==> config.mk <==
export PLATFORM = sky130hd
export DESIGN_NAME = fb_fetch
export DESIGN_NICKNAME = d
export VERILOG_FILES = /design/src/rtl/fb_defines.v /design/src/rtl/fb_fetch_pkg.sv /design/src/rtl/fb_fetch_buf.sv /design/src/rtl/fb_fetch.sv
export SDC_FILE = /design/constraint.sdc
export NUM_CORES = 1
export LEC_CHECK = 0
export ABC_AREA = 1
export BUFFER_PORTS_ARGS = -buffer_cell sky130_fd_sc_hd__clkbuf_2
export CAP_MARGIN = 15
export CORE_UTILIZATION = 46
export DETAILED_ROUTE_END_ITERATION = 10
export MAX_ROUTING_LAYER = met4
export PLACE_DENSITY = 0.68
export SYNTH_ARGS = -nofsm -noshare
export SYNTH_HDL_FRONTEND = slang
export SYNTH_SLANG_ARGS = --single-unit
==> constraint.sdc <==
create_clock -name clk -period 7.6 [get_ports clk]
set_input_delay 0.38 -clock clk [delete_from_list [all_inputs] [get_ports clk]]
set_output_delay 0.38 -clock clk [all_outputs]
set_load 0.03 [all_outputs]
==> src/rtl/fb_defines.v <==
// rtl/fb_defines.v - shared width, FSM state-code and instruction-step macros for the fetch block
`ifndef FB_DEFINES_V
`define FB_DEFINES_V
`define FB_32BITS [31:0]
`define FB_FETCH_BOOT 1'b0
`define FB_FETCH_RUN 1'b1
`define FB_INST_STEP 32'd4
`endif

==> src/rtl/fb_fetch_pkg.sv <==
// rtl/fb_fetch_pkg.sv - fetch-stage types and helpers; carries the shared fb_defines macros so the
// package alone is enough when fb_defines.v is not on the compile list.
`ifndef FB_DEFINES_V
`define FB_DEFINES_V
`define FB_32BITS [31:0]
`define FB_FETCH_BOOT 1'b0
`define FB_FETCH_RUN 1'b1
`define FB_INST_STEP 32'd4
`endif

package fb_fetch_pkg;

  typedef enum logic {
    ST_BOOT = `FB_FETCH_BOOT,
    ST_RUN  = `FB_FETCH_RUN
  } fetch_state_e;

  typedef struct packed {
    logic [31:0] inst;
    logic [31:0] pc;
  } fetch_entry_t;

  localparam logic [31:0] INST_STEP = `FB_INST_STEP;

  // Sequential fetch address; wraps naturally at 2^32.
  function automatic logic [31:0] next_pc(input logic [31:0] pc);
    return pc + INST_STEP;
  endfunction

endpackage

==> src/rtl/fb_fetch_buf.sv <==
// rtl/fb_fetch_buf.sv - two-entry in-order instruction buffer (push, pop, flush, count, head).
module fb_fetch_buf
  import fb_fetch_pkg::*;
(
  input  logic         clk_i,
  input  logic         rst_i,
  input  logic         flush_i,
  input  logic         push_i,
  input  fetch_entry_t push_entry_i,
  input  logic         pop_i,
  output logic [1:0]   count_o,
  output fetch_entry_t head_o
);

  fetch_entry_t ent0_q, ent0_d;
  fetch_entry_t ent1_q, ent1_d;
  logic [1:0]   count_q, count_d;
  logic [1:0]   occ_after_pop;
  logic         do_pop, do_push;

  always_comb begin
    do_pop        = pop_i && (count_q != 2'd0);
    do_push       = push_i && ((count_q != 2'd2) || do_pop);
    occ_after_pop = count_q - {1'b0, do_pop};
    ent0_d        = ent0_q;
    ent1_d        = ent1_q;
    count_d       = count_q;
    if (flush_i) begin
      ent0_d  = '0;
      ent1_d  = '0;
      count_d = 2'd0;
    end else begin
      if (do_pop) begin
        ent0_d = ent1_q;
      end
      // New entry lands in the first slot left free after any same-cycle pop.
      if (do_push) begin
        if (occ_after_pop == 2'd0) begin
          ent0_d = push_entry_i;
        end else begin
          ent1_d = push_entry_i;
        end
      end
      count_d = occ_after_pop + {1'b0, do_push};
    end
  end

  always_ff @(posedge clk_i) begin
    if (rst_i) begin
      ent0_q  <= '0;
      ent1_q  <= '0;
      count_q <= 2'd0;
    end else begin
      ent0_q  <= ent0_d;
      ent1_q  <= ent1_d;
      count_q <= count_d;
    end
  end

  assign count_o = count_q;
  assign head_o  = ent0_q;

endmodule

==> src/rtl/fb_fetch.sv <==
// rtl/fb_fetch.sv - instruction fetch stage: BOOT/RUN FSM, pc, single in-flight read, 2-entry buffer.
// Optional FB_FETCH_PERF_EN adds perf_fetch_cnt / perf_stall_cnt outputs.
module fb_fetch
  import fb_fetch_pkg::*;
#(
  parameter logic [31:0] RESET_PC  = 32'h0000_0000,
  parameter int          BUF_DEPTH = 2
) (
  input  logic             clk,
  input  logic             rst,
  input  logic             redirect_valid,
  input  logic `FB_32BITS  redirect_pc,
  output logic             imem_en,
  output logic `FB_32BITS  imem_addr,
  input  logic `FB_32BITS  imem_rdata,
  output logic             id_valid,
  input  logic             id_ready,
  output logic `FB_32BITS  id_inst,
  output logic `FB_32BITS  id_pc
`ifdef FB_FETCH_PERF_EN
  ,
  output logic `FB_32BITS  perf_fetch_cnt,
  output logic `FB_32BITS  perf_stall_cnt
`endif
);

  localparam logic [2:0] DEPTH3 = 3'(BUF_DEPTH);

  fetch_state_e state_q, state_d;
  logic         run;

  logic [31:0]  pc_q, pc_d;
  logic         inflight_q, inflight_d;
  logic [31:0]  inflight_pc_q, inflight_pc_d;

  logic         pop, redir, issue, push;
  logic [2:0]   occ_after;
  logic [1:0]   count;
  fetch_entry_t head;
  fetch_entry_t push_entry;

  always_ff @(posedge clk) begin
    if (rst) begin
      state_q <= ST_BOOT;
    end else begin
      state_q <= state_d;
    end
  end

  always_comb begin
    state_d = state_q;
    case (state_q)
      ST_BOOT: state_d = ST_RUN;
      ST_RUN:  state_d = ST_RUN;
      default: state_d = ST_BOOT;
    endcase
  end

  always_comb begin
    run = 1'b0;
    case (state_q)
      ST_RUN:  run = 1'b1;
      default: run = 1'b0;
    endcase
  end

  // Occupancy after this cycle's pop, counting the read still in flight.
  assign pop       = id_valid & id_ready;
  assign redir     = run & redirect_valid;
  assign occ_after = {1'b0, count} + {2'b00, inflight_q} - {2'b00, pop};
  assign issue     = run & ~rst & ~redirect_valid & (occ_after < DEPTH3);
  assign push      = inflight_q & ~redir;

  always_comb begin
    pc_d          = pc_q;
    inflight_d    = issue;
    inflight_pc_d = inflight_pc_q;
    if (redir) begin
      pc_d = redirect_pc;
    end else if (issue) begin
      pc_d          = next_pc(pc_q);
      inflight_pc_d = pc_q;
    end
  end

  always_ff @(posedge clk) begin
    if (rst) begin
      pc_q          <= RESET_PC;
      inflight_q    <= 1'b0;
      inflight_pc_q <= 32'h0000_0000;
    end else begin
      pc_q          <= pc_d;
      inflight_q    <= inflight_d;
      inflight_pc_q <= inflight_pc_d;
    end
  end

  assign push_entry = '{inst: imem_rdata, pc: inflight_pc_q};

  fb_fetch_buf u_buf (
    .clk_i        (clk),
    .rst_i        (rst),
    .flush_i      (redir),
    .push_i       (push),
    .push_entry_i (push_entry),
    .pop_i        (pop),
    .count_o      (count),
    .head_o       (head)
  );

  assign imem_en   = issue;
  assign imem_addr = pc_q;
  assign id_valid  = (count != 2'd0) & ~redirect_valid;
  assign id_inst   = head.inst;
  assign id_pc     = head.pc;

`ifdef FB_FETCH_PERF_EN
  logic [31:0] perf_fetch_q, perf_stall_q;

  always_ff @(posedge clk) begin
    if (rst) begin
      perf_fetch_q <= 32'h0000_0000;
      perf_stall_q <= 32'h0000_0000;
    end else begin
      if (pop) begin
        perf_fetch_q <= perf_fetch_q + 32'd1;
      end
      if (id_valid & ~id_ready) begin
        perf_stall_q <= perf_stall_q + 32'd1;
      end
    end
  end

  assign perf_fetch_cnt = perf_fetch_q;
  assign perf_stall_cnt = perf_stall_q;
`endif

endmodule

==> results of run 1 <==
-- Yosys cell counts (all sizes together) --
master	n	area share
nor2	216	0.088
a31oi	6	0.0041
a21oi	105	0.058
and2	2	0.0016
a211oi	1	0.00082
nor3	11	0.0060
o221ai	1	0.00096
nand4	5	0.0034
or2	1	0.00068
o21ai	111	0.061
nand2	386	0.16
xnor2	2	0.0019
buf	36	0.028
dfxtp	196	0.43
nand3	96	0.052
inv	173	0.071
fa	1	0.0022
ha	4	0.0055
xor2	1	0.00096
clkbuf	47	0.019
a22oi	4	0.0033
nand3b	4	0.0033
nor3b	1	0.00082
-- cell families after synthesis --
group / Yosys count / share of synthesized area
simple gates: 722 / 0.316
buf+inv: 256 / 0.119
compound gates: 228 / 0.127
flops: 196 / 0.428
fa+ha+maj: 5 / 0.00764
xor+xnor: 3 / 0.00287
-- worst max-delay path, stage by stage (launching register included) --
cell      delay, ps
dfxtp_1         450
inv_1            90
a21oi_2         210
nand2_4          70
inv_1           150
ha_1            250
or2_2           300
fa_1            480
nand2_1          60
nor3_1          170
nand2_2         500
inv_1           670
clkbuf_2        320
-- layer usage --
| layer | share of wire | global-route usage | vias to the layer above |
|---|---|---|---|
| li1 | - | - | 4610 |
| met1 | 0.47 | 0.331 | 3905 |
| met2 | 0.45 | 0.388 | 277 |
| met3 | 0.062 | 0.0423 | 28 |
| met4 | 0.016 | 0.0668 | 0 |
| met5 | 0 | - | - |
-- power by group --
part,leakage (nW),switching [W],internal (W)
sequential,1.59,0.0000323,0.00106
clock,0.298,0.000415,0.000551
combinational,2.74,0.000191,0.0000754
total,4.63,0.000638,0.00169
-- layout make-up --
| class | count | area [sq um] |
|---|---|---|
| Fill cell | 1989 | 8900 |
| Multi-Input combinational cell | 958 | 4180 |
| Sequential cell | 196 | 3920 |
| Timing Repair Buffer | 174 | 913 |
| Inverter | 173 | 649 |
| Clock buffer | 20 | 467 |
| Tap cell | 265 | 332 |
| Clock inverter | 12 | 166 |
-- state kept, by name, indices dropped and copies added, names as in the netlist --
name           cells
u_buf.head_o      64
imem_addr         32
u_buf.count_o      2
inflight_pc_q     32
inflight_q         1
u_buf.ent1_q      64
state_q            1
-- path summary, 6_finish.rpt --
check                                 startpoint               end  depth (start not counted)
worst max-delay path            u_buf.count_o[1]           imem_en                         12
worst min register to register  u_buf.ent1_q[21]  u_buf.ent1_q[21]                          2
worst max register to register  u_buf.count_o[1]     imem_addr[12]                         16
worst min-delay path              imem_rdata[22]  u_buf.head_o[54]                          3
-- per-stage QoR --
step	hold WS (ps)	utilization	worst slack, ps	total power (W)
after CTS	179	0.543	3060	0.00234
after global placement	448	0.510	3390	0.00138
final	185	0.544	3060	0.00233
after floorplan	440	-	3970	0.00130
after global routing	181	0.544	2770	0.00242
after detailed placement	452	0.510	3310	0.00138
-- cells in the final DEF (no fill, tap or decap), types with 5 or more instances in the layout --
| cell type | count |
|---|---|
| a21oi_1 | 104 |
| dfxtp_1 | 196 |
| clkbuf_2 | 165 |
| a31oi_1 | 6 |
| nor3_1 | 11 |
| clkbuf_16 | 17 |
| buf_4 | 8 |
| nand3_1 | 96 |
| nand2_1 | 381 |
| nand4_1 | 5 |
| nor2_1 | 215 |
| inv_1 | 170 |
| o21ai_0 | 111 |
==> impl_metrics.toml, run 1 <==
[cts]
post_cts_buffers = 0
clkSlewWorstSetupHoldPaths_ps = 70
cts_root_buffer = "clkbuf_16"
numCtsBuffers = 17
cts_tree = "done"
numClockSinks = 196
hold_buffers = 0
htreeDepth = 4
clk_path_buf_depth = 2
ctsResizeCount = 0
insertion_delay_ps = 430

[power_and_ir_drop]
cellLeakagePower_nw = 4.63
ir_drop_v = 0.000152
powerDensity_mw_per_mm2 = 219

[global_route]
grt_pass1_wl_mm = 38.9
antenna_found_initial = 0
grt_max_degree = 124
grt-ovfl-total = 0
grt_pass1_vias = 7832
grt_use_total = 0.248

[place]
post-place-cells = 1765
placed_cell_area_sq_mm = 0.00997
dp.final_hpwl_mm = 14.9
io_buffers = 165
globalplace.congestion = 0.857

[sta]
finalSetupViolCount = 0
slew_headroom = 0.252
hold_violations = 0
timing.final.crit_share = 0.598
worstMarginPinSlew_ps = 1120
fin_skew_ps = 8.76
period_needed_ps = 4540
final.setup.tns_ps = 0
finalMaxSlewViolations = 0
max_freq_mhz = 220
rsz0062_at_grt = "no"

[cells_and_area]
final_area_sq_mm = 0.0106
antennaDiodeCount = 0
nets = 1593
area_growth_pct = 15.9
drive_gt1_frac = 0.142
final_cells = 1798

[setup_path]
critPathCaptureType = "output port"
crit_fanout = 46
r2r_slack_ps = 3310
cp-start-kind = "register"
critPathArrivalTime_ps = 4160
path_class = "reg2out"
worstPathRequired_ps = 7220

[yosys]
yosys_warnings = 0
syn-num-nets = 1483
yosysUniqueCellTypes = 30
yosysSeqAreaShare = 0.428
syn_area_sq_mm = 0.00917
syn_inst = 1410
yosys_register_bits = 196
syn_avg_cell_area_sq_um = 6.50

[floorplanning]
row_count = 51
fp.dieArea_sq_mm = 0.0205
die_h_um = 143
core_region_area_sq_mm = 0.0195
io_pins = 166
die_w_um = 143
start_util = 0.470

[routing]
wirelength_mm = 24.0
drc = 0
ant_nets = 0
avgViaCountPerCell = 4.91
dr.pass1.iters = 6
drt_iter0_markers = 627
vias = 8820
wl_per_cell_um = 13.3

[run_status]
status = "finished, final reports clean"

[worst_hold_path]
hp-class = "in2reg"

[flow_run]
maxCapViolations = 0
Note: power is estimated with default switching activity, not from simulation.
==> run 2: changes to the inputs <==
--- a/config.mk
+++ b/config.mk
@@ -5,13 +5,13 @@
 export SDC_FILE = /design/constraint.sdc
 export NUM_CORES = 1
 export LEC_CHECK = 0
-export ABC_AREA = 1
+export ABC_AREA = 0
 export BUFFER_PORTS_ARGS = -buffer_cell sky130_fd_sc_hd__clkbuf_2
 export CAP_MARGIN = 15
 export CORE_UTILIZATION = 46
 export DETAILED_ROUTE_END_ITERATION = 10
 export MAX_ROUTING_LAYER = met4
-export PLACE_DENSITY = 0.68
+export PLACE_DENSITY = 0.71
 export SYNTH_ARGS = -nofsm -noshare
 export SYNTH_HDL_FRONTEND = slang
 export SYNTH_SLANG_ARGS = --single-unit
==> constraint.sdc (replaced) <==
create_clock -name clk -period 4.15 [get_ports clk]
set_input_delay 0.2075 -clock clk [delete_from_list [all_inputs] [get_ports clk]]
set_output_delay 0.2075 -clock clk [all_outputs]
set_load 0.03 [all_outputs]
==> impl_metrics.toml, run 2 <==
[yosys]
ys_async_sr_fraction = 0
synth_xor_xnor_area_share = 0.0119
syn_area_sq_mm = 0.00812
synth_compound_area_frac = 0.139
syn-num-nets = 1049
synth.top_cell.area_share = 0.483
ys_top_cells_by_count = "225 x nand2_1, 196 x dfxtp_1, 155 x nor2_1"
yosysUniqueCellTypes = 50
yosys_register_bits = 196
synth_fa_ha_area_frac = 0.00863
syn_inst = 976
yosysMostFrequentCell = "nand2_1"
syn_avg_cell_area_sq_um = 8.32
synth_mux_area_frac = 0.0828
synth_top_family_by_area = "simple AND/OR/NAND/NOR gates"
synth_edf_count = 0
yosys_warnings = 0
synthFlopType = "dfxtp_1"
yosys.area_share.simple = 0.232
synth.top_cells.by_area = "dfxtp_1 48%, nand2_1 10%, mux2i_1 8.1%"
yosysSeqAreaShare = 0.483
synth_top_area_cell = "dfxtp_1"

[sta]
worstMarginPinSlew_ps = 896
hold_violations = 0
timing.final.crit_share = 0.862
finalSetupViolCount = 0
slew_headroom = 0.401
period_needed_ps = 3580
rsz0062_at_grt = "no"
finalMaxSlewViolations = 0
max_freq_mhz = 280
setup_slack_ps = 572
fin_skew_ps = 12.5
final.setup.tns_ps = 0

[power_and_ir_drop]
cellLeakagePower_nw = 4.24
ir_drop_v = 0.000299
powerDensity_mw_per_mm2 = 404

[routing]
drc = 0
dr.pass1.iters = 7
avgViaCountPerCell = 5.46
ant_nets = 0
drt_iter0_markers = 697
wirelength_mm = 20.8
vias = 7327
wl_per_cell_um = 15.5

[cts]
post_cts_buffers = 0
numClockSinks = 196
insertion_delay_ps = 430
clk_path_buf_depth = 2
numCtsBuffers = 17
hold_buffers = 7
htreeDepth = 4
cts_root_buffer = "clkbuf_16"
cts_tree = "done"
clkSlewWorstSetupHoldPaths_ps = 70
ctsResizeCount = 0

[floorplanning]
die_h_um = 135
fp.dieArea_sq_mm = 0.0182
row_count = 48
start_util = 0.471
io_pins = 166
core_region_area_sq_mm = 0.0172
die_w_um = 135

[cells_and_area]
layout_common_cells = "222 x nand2_1, 196 x dfxtp_1, 165 x clkbuf_2"
utilization = 0.561
layout_commonest_cell = "nand2_1"
fillers = 1590
antennaDiodeCount = 0
nets = 1177
area_growth_pct = 19.1
drive_gt1_frac = 0.196
final_area_sq_mm = 0.00967

[setup_path]
crit_fanout = 14
critPathCaptureType = "output port"
cp-start-kind = "register"
critPathArrivalTime_ps = 3370
worstPathRequired_ps = 3940
path_class = "reg2out"

[place]
dp_slack_ps = 831
io_buffers = 165
dp.final_hpwl_mm = 13.4
globalplace.congestion = 0.938
placed_cell_area_sq_mm = 0.00907

[flow_run]
maxCapViolations = 0

[global_route]
grt_pass1_wl_mm = 33.2
grt_use_total = 0.237
grt-ovfl-total = 0
grt_max_degree = 129
antenna_found_initial = 0
grt_pass1_vias = 6545

[worst_hold_path]
hp-class = "in2reg"

[run_status]
status = "finished, final reports clean"
run 2: changes by cell type after synthesis, sizes merged, moves of 9 or more:
cell / previous run / this run
a311oi: 0 / 65
o21ai: 111 / 21
buf: 36 / 20
mux2i: 0 / 66
nor2: 216 / 155
and3: 0 / 9
inv: 173 / 10
nand2: 386 / 225
nand3: 96 / 17
clkbuf: 47 / 56
a21oi: 105 / 48
run 2: logic make-up (layout without fill, tap and decap cells):
family                     Yosys count  after routing
DFF                                196            196
xor gates and xnor gates            11             11
muxes                               67             67
AOI/OAI and AO/OA                  162            162
buffers and inverters               87            227
adders and majority gates            5              5
and+or+nand+nor                    448            448
run 2: metrics by stage:
stage	total power (W)	std cells	hold WS, ps
floorplan	0.00228	976	317
global placement	0.00242	1303	423
detailed placement	0.00242	1303	423
CTS	0.00393	1341	8.02
global route	0.00406	1341	20.5
finish	0.00391	1341	20.3
run 2: routing by layer:
metal,share of wire,vias up,track usage
met5,0,-,-
met4,0.013,0,0.0693
met3,0.071,24,0.0469
met2,0.44,276,0.340
met1,0.48,3392,0.335
li1,-,3635,-
run 2: layout make-up:
| class | count | area, sq um | share of cell area |
|---|---|---|---|
| Clock buffer | 20 | 447 | 0.0462 |
| Sequential cell | 196 | 3920 | 0.406 |
| Inverter | 11 | 41.3 | 0.00427 |
| Multi-Input combinational cell | 693 | 3870 | 0.400 |
| Timing Repair Buffer | 185 | 1020 | 0.105 |
| Clock inverter | 11 | 87.6 | 0.00906 |
| Tap cell | 225 | 282 | 0.0291 |
run 2: worst max-delay path, cell delays in order, from the launching register on:
cell and delay, ps:
dfxtp_1 480, nor2_1 70, nor2_1 150, nand2_2 80, inv_2 60, ha_1 210
nand2b_1 160, fa_1 560, and4bb_2 290, nand2_2 60, inv_1 320, buf_4 270
clkbuf_2 230
run 2: path summary, 6_finish.rpt:
path / from / slack [ps] / endpoint / cells after the start
worst max-delay path: u_buf.count_o[1] / 570 / imem_en / 12
worst min register to register: inflight_pc_q[24] / 470 / inflight_pc_q[24] / 2
worst max register to register: u_buf.count_o[1] / 830 / imem_addr[31] / 11
worst min-delay path: redirect_pc[18] / 20 / imem_addr[18] / 3
run 2: power breakdown:
part	internal (W)	total (W)	switching [W]	leakage (nW)
logic	0.000125	0.000400	0.000275	2.39
registers	0.00193	0.00199	0.0000533	1.59
clock network	0.000831	0.00152	0.000690	0.261
total	0.00289	0.00391	0.00102	4.24
==> run 3: changes to the inputs <==
--- a/config.mk
+++ b/config.mk
@@ -11,7 +11,7 @@
 export CORE_UTILIZATION = 46
 export DETAILED_ROUTE_END_ITERATION = 10
 export MAX_ROUTING_LAYER = met4
-export PLACE_DENSITY = 0.71
+export PLACE_DENSITY = 0.67
 export SYNTH_ARGS = -nofsm -noshare
 export SYNTH_HDL_FRONTEND = slang
 export SYNTH_SLANG_ARGS = --single-unit
==> impl_metrics.toml, run 3 (same netlist as run 2, synthesis figures left out) <==
[floorplanning]
start_util = 0.471
core_region_area_sq_mm = 0.0172
row_count = 48
io_pins = 166
die_w_um = 135
fp.dieArea_sq_mm = 0.0182
die_h_um = 135

[cts]
ctsResizeCount = 0
cts_root_buffer = "clkbuf_16"
numCtsBuffers = 17
clkSlewWorstSetupHoldPaths_ps = 70
insertion_delay_ps = 430
cts_tree = "done"
htreeDepth = 4
hold_buffers = 7
numClockSinks = 196
post_cts_buffers = 0
clk_path_buf_depth = 2

[cells_and_area]
layout_common_cells = "222 x nand2_1, 196 x dfxtp_1, 165 x clkbuf_2"
area_growth_pct = 20.0
final_area_sq_mm = 0.00974
seqCellArea_sq_mm = 0.00392
multi_input_area_sq_mm = 0.00387
layout_commonest_cell = "nand2_1"
nets = 1178
antennaDiodeCount = 0
fillers = 1607
drive_gt1_frac = 0.197

[sta]
setup_slack_ps = 506
hold_violations = 0
final.setup.tns_ps = 0
worstMarginPinSlew_ps = 754
period_needed_ps = 3640
finalSetupViolCount = 0
slew_headroom = 0.497
timing.final.crit_share = 0.878
fin_skew_ps = 6.24
max_freq_mhz = 274
finalMaxSlewViolations = 0
whs_ps = 24.4
rsz0062_at_grt = "no"

[routing]
drt_iter0_markers = 502
ant_nets = 0
wirelength_mm = 20.8
wl_per_cell_um = 15.5
dr.pass1.iters = 5
drc = 0
vias = 7362
avgViaCountPerCell = 5.49

[global_route]
grt_pass1_wl_mm = 33.3
globalRoute.busiestLayer = "met2"
grt_max_degree = 129
grt.met2_usage = 0.343
grt_pass1_vias = 6489
grt_use_met1 = 0.333
antenna_found_initial = 0
use_met3 = 0.0368
grt_use_total = 0.236
grt-ovfl-total = 0

[setup_path]
critPathArrivalTime_ps = 3440
cp_slowest_cell = "fa_1"
path_cells = "nor2_1, nor2_1, nand2_2, inv_2, ha_1, nand2b_1, fa_1, and4bb_2, nand2_2, inv_1, buf_4, clkbuf_2"
path_class = "reg2out"
max_stage_delay_ps = 560
cp-start-kind = "register"
worstPathRequired_ps = 3940
crit_fanout = 15
critPathCaptureType = "output port"

[power_and_ir_drop]
cellLeakagePower_nw = 4.26
ir_drop_v = 0.000301
powerDensity_mw_per_mm2 = 415

[flow_run]
maxCapViolations = 0

[place]
globalplace.congestion = 0.904
dp_slack_ps = 806
placed_cell_area_sq_mm = 0.00909
io_buffers = 165
dp.final_hpwl_mm = 13.2

[run_status]
status = "finished, final reports clean"

[worst_hold_path]
hp-class = "in2reg"
[run 3: final timing paths]
path | start | to | slack [ps] | cells past startpoint
min | redirect_pc[5] | imem_addr[5] | 20 | 3
max reg2reg | u_buf.count_o[1] | imem_addr[31] | 790 | 11
max | u_buf.count_o[1] | imem_en | 510 | 12
min reg2reg | inflight_pc_q[21] | inflight_pc_q[21] | 470 | 2
[run 3: per-layer routing]
layer  wire length (um)  share of wire
met1              10200           0.49
met2               9050           0.44
met3               1230          0.059
met4                302          0.015
met5                  0              0
[run 3: critical path, delay by kind of cell (launching register included)]
family,cells,cell delay [ps]
adder cells (fa/ha/maj),2,770
buffers and inverters,4,930
flip-flops,1,490
AND/OR/NAND/NOR,6,840
[run 3: layout make-up]
cell class,count,share of cell area
Sequential cell,196,0.403
Multi-Input combinational cell,693,0.397
Clock inverter,12,0.0161
Inverter,11,0.00424
Timing Repair Buffer,186,0.107
Tap cell,225,0.0289
Clock buffer,18,0.0440
[run 3: power breakdown]
group / internal, W / switching [W] / total (W)
sequential: 0.00193 / 0.0000544 / 0.00199
combinational: 0.000127 / 0.000274 / 0.000401
clock: 0.000944 / 0.000714 / 0.00166
total: 0.00300 / 0.00104 / 0.00405
[run 3: stage by stage]
step           total power [W]  utilization  std cells
2_1_floorplan          0.00228            -        976
3_3_place_gp           0.00242        0.527       1304
3_5_place_dp           0.00242        0.527       1304
4_1_cts                0.00408        0.565       1341
5_1_grt                0.00419        0.565       1341
6_report               0.00405        0.565       1341
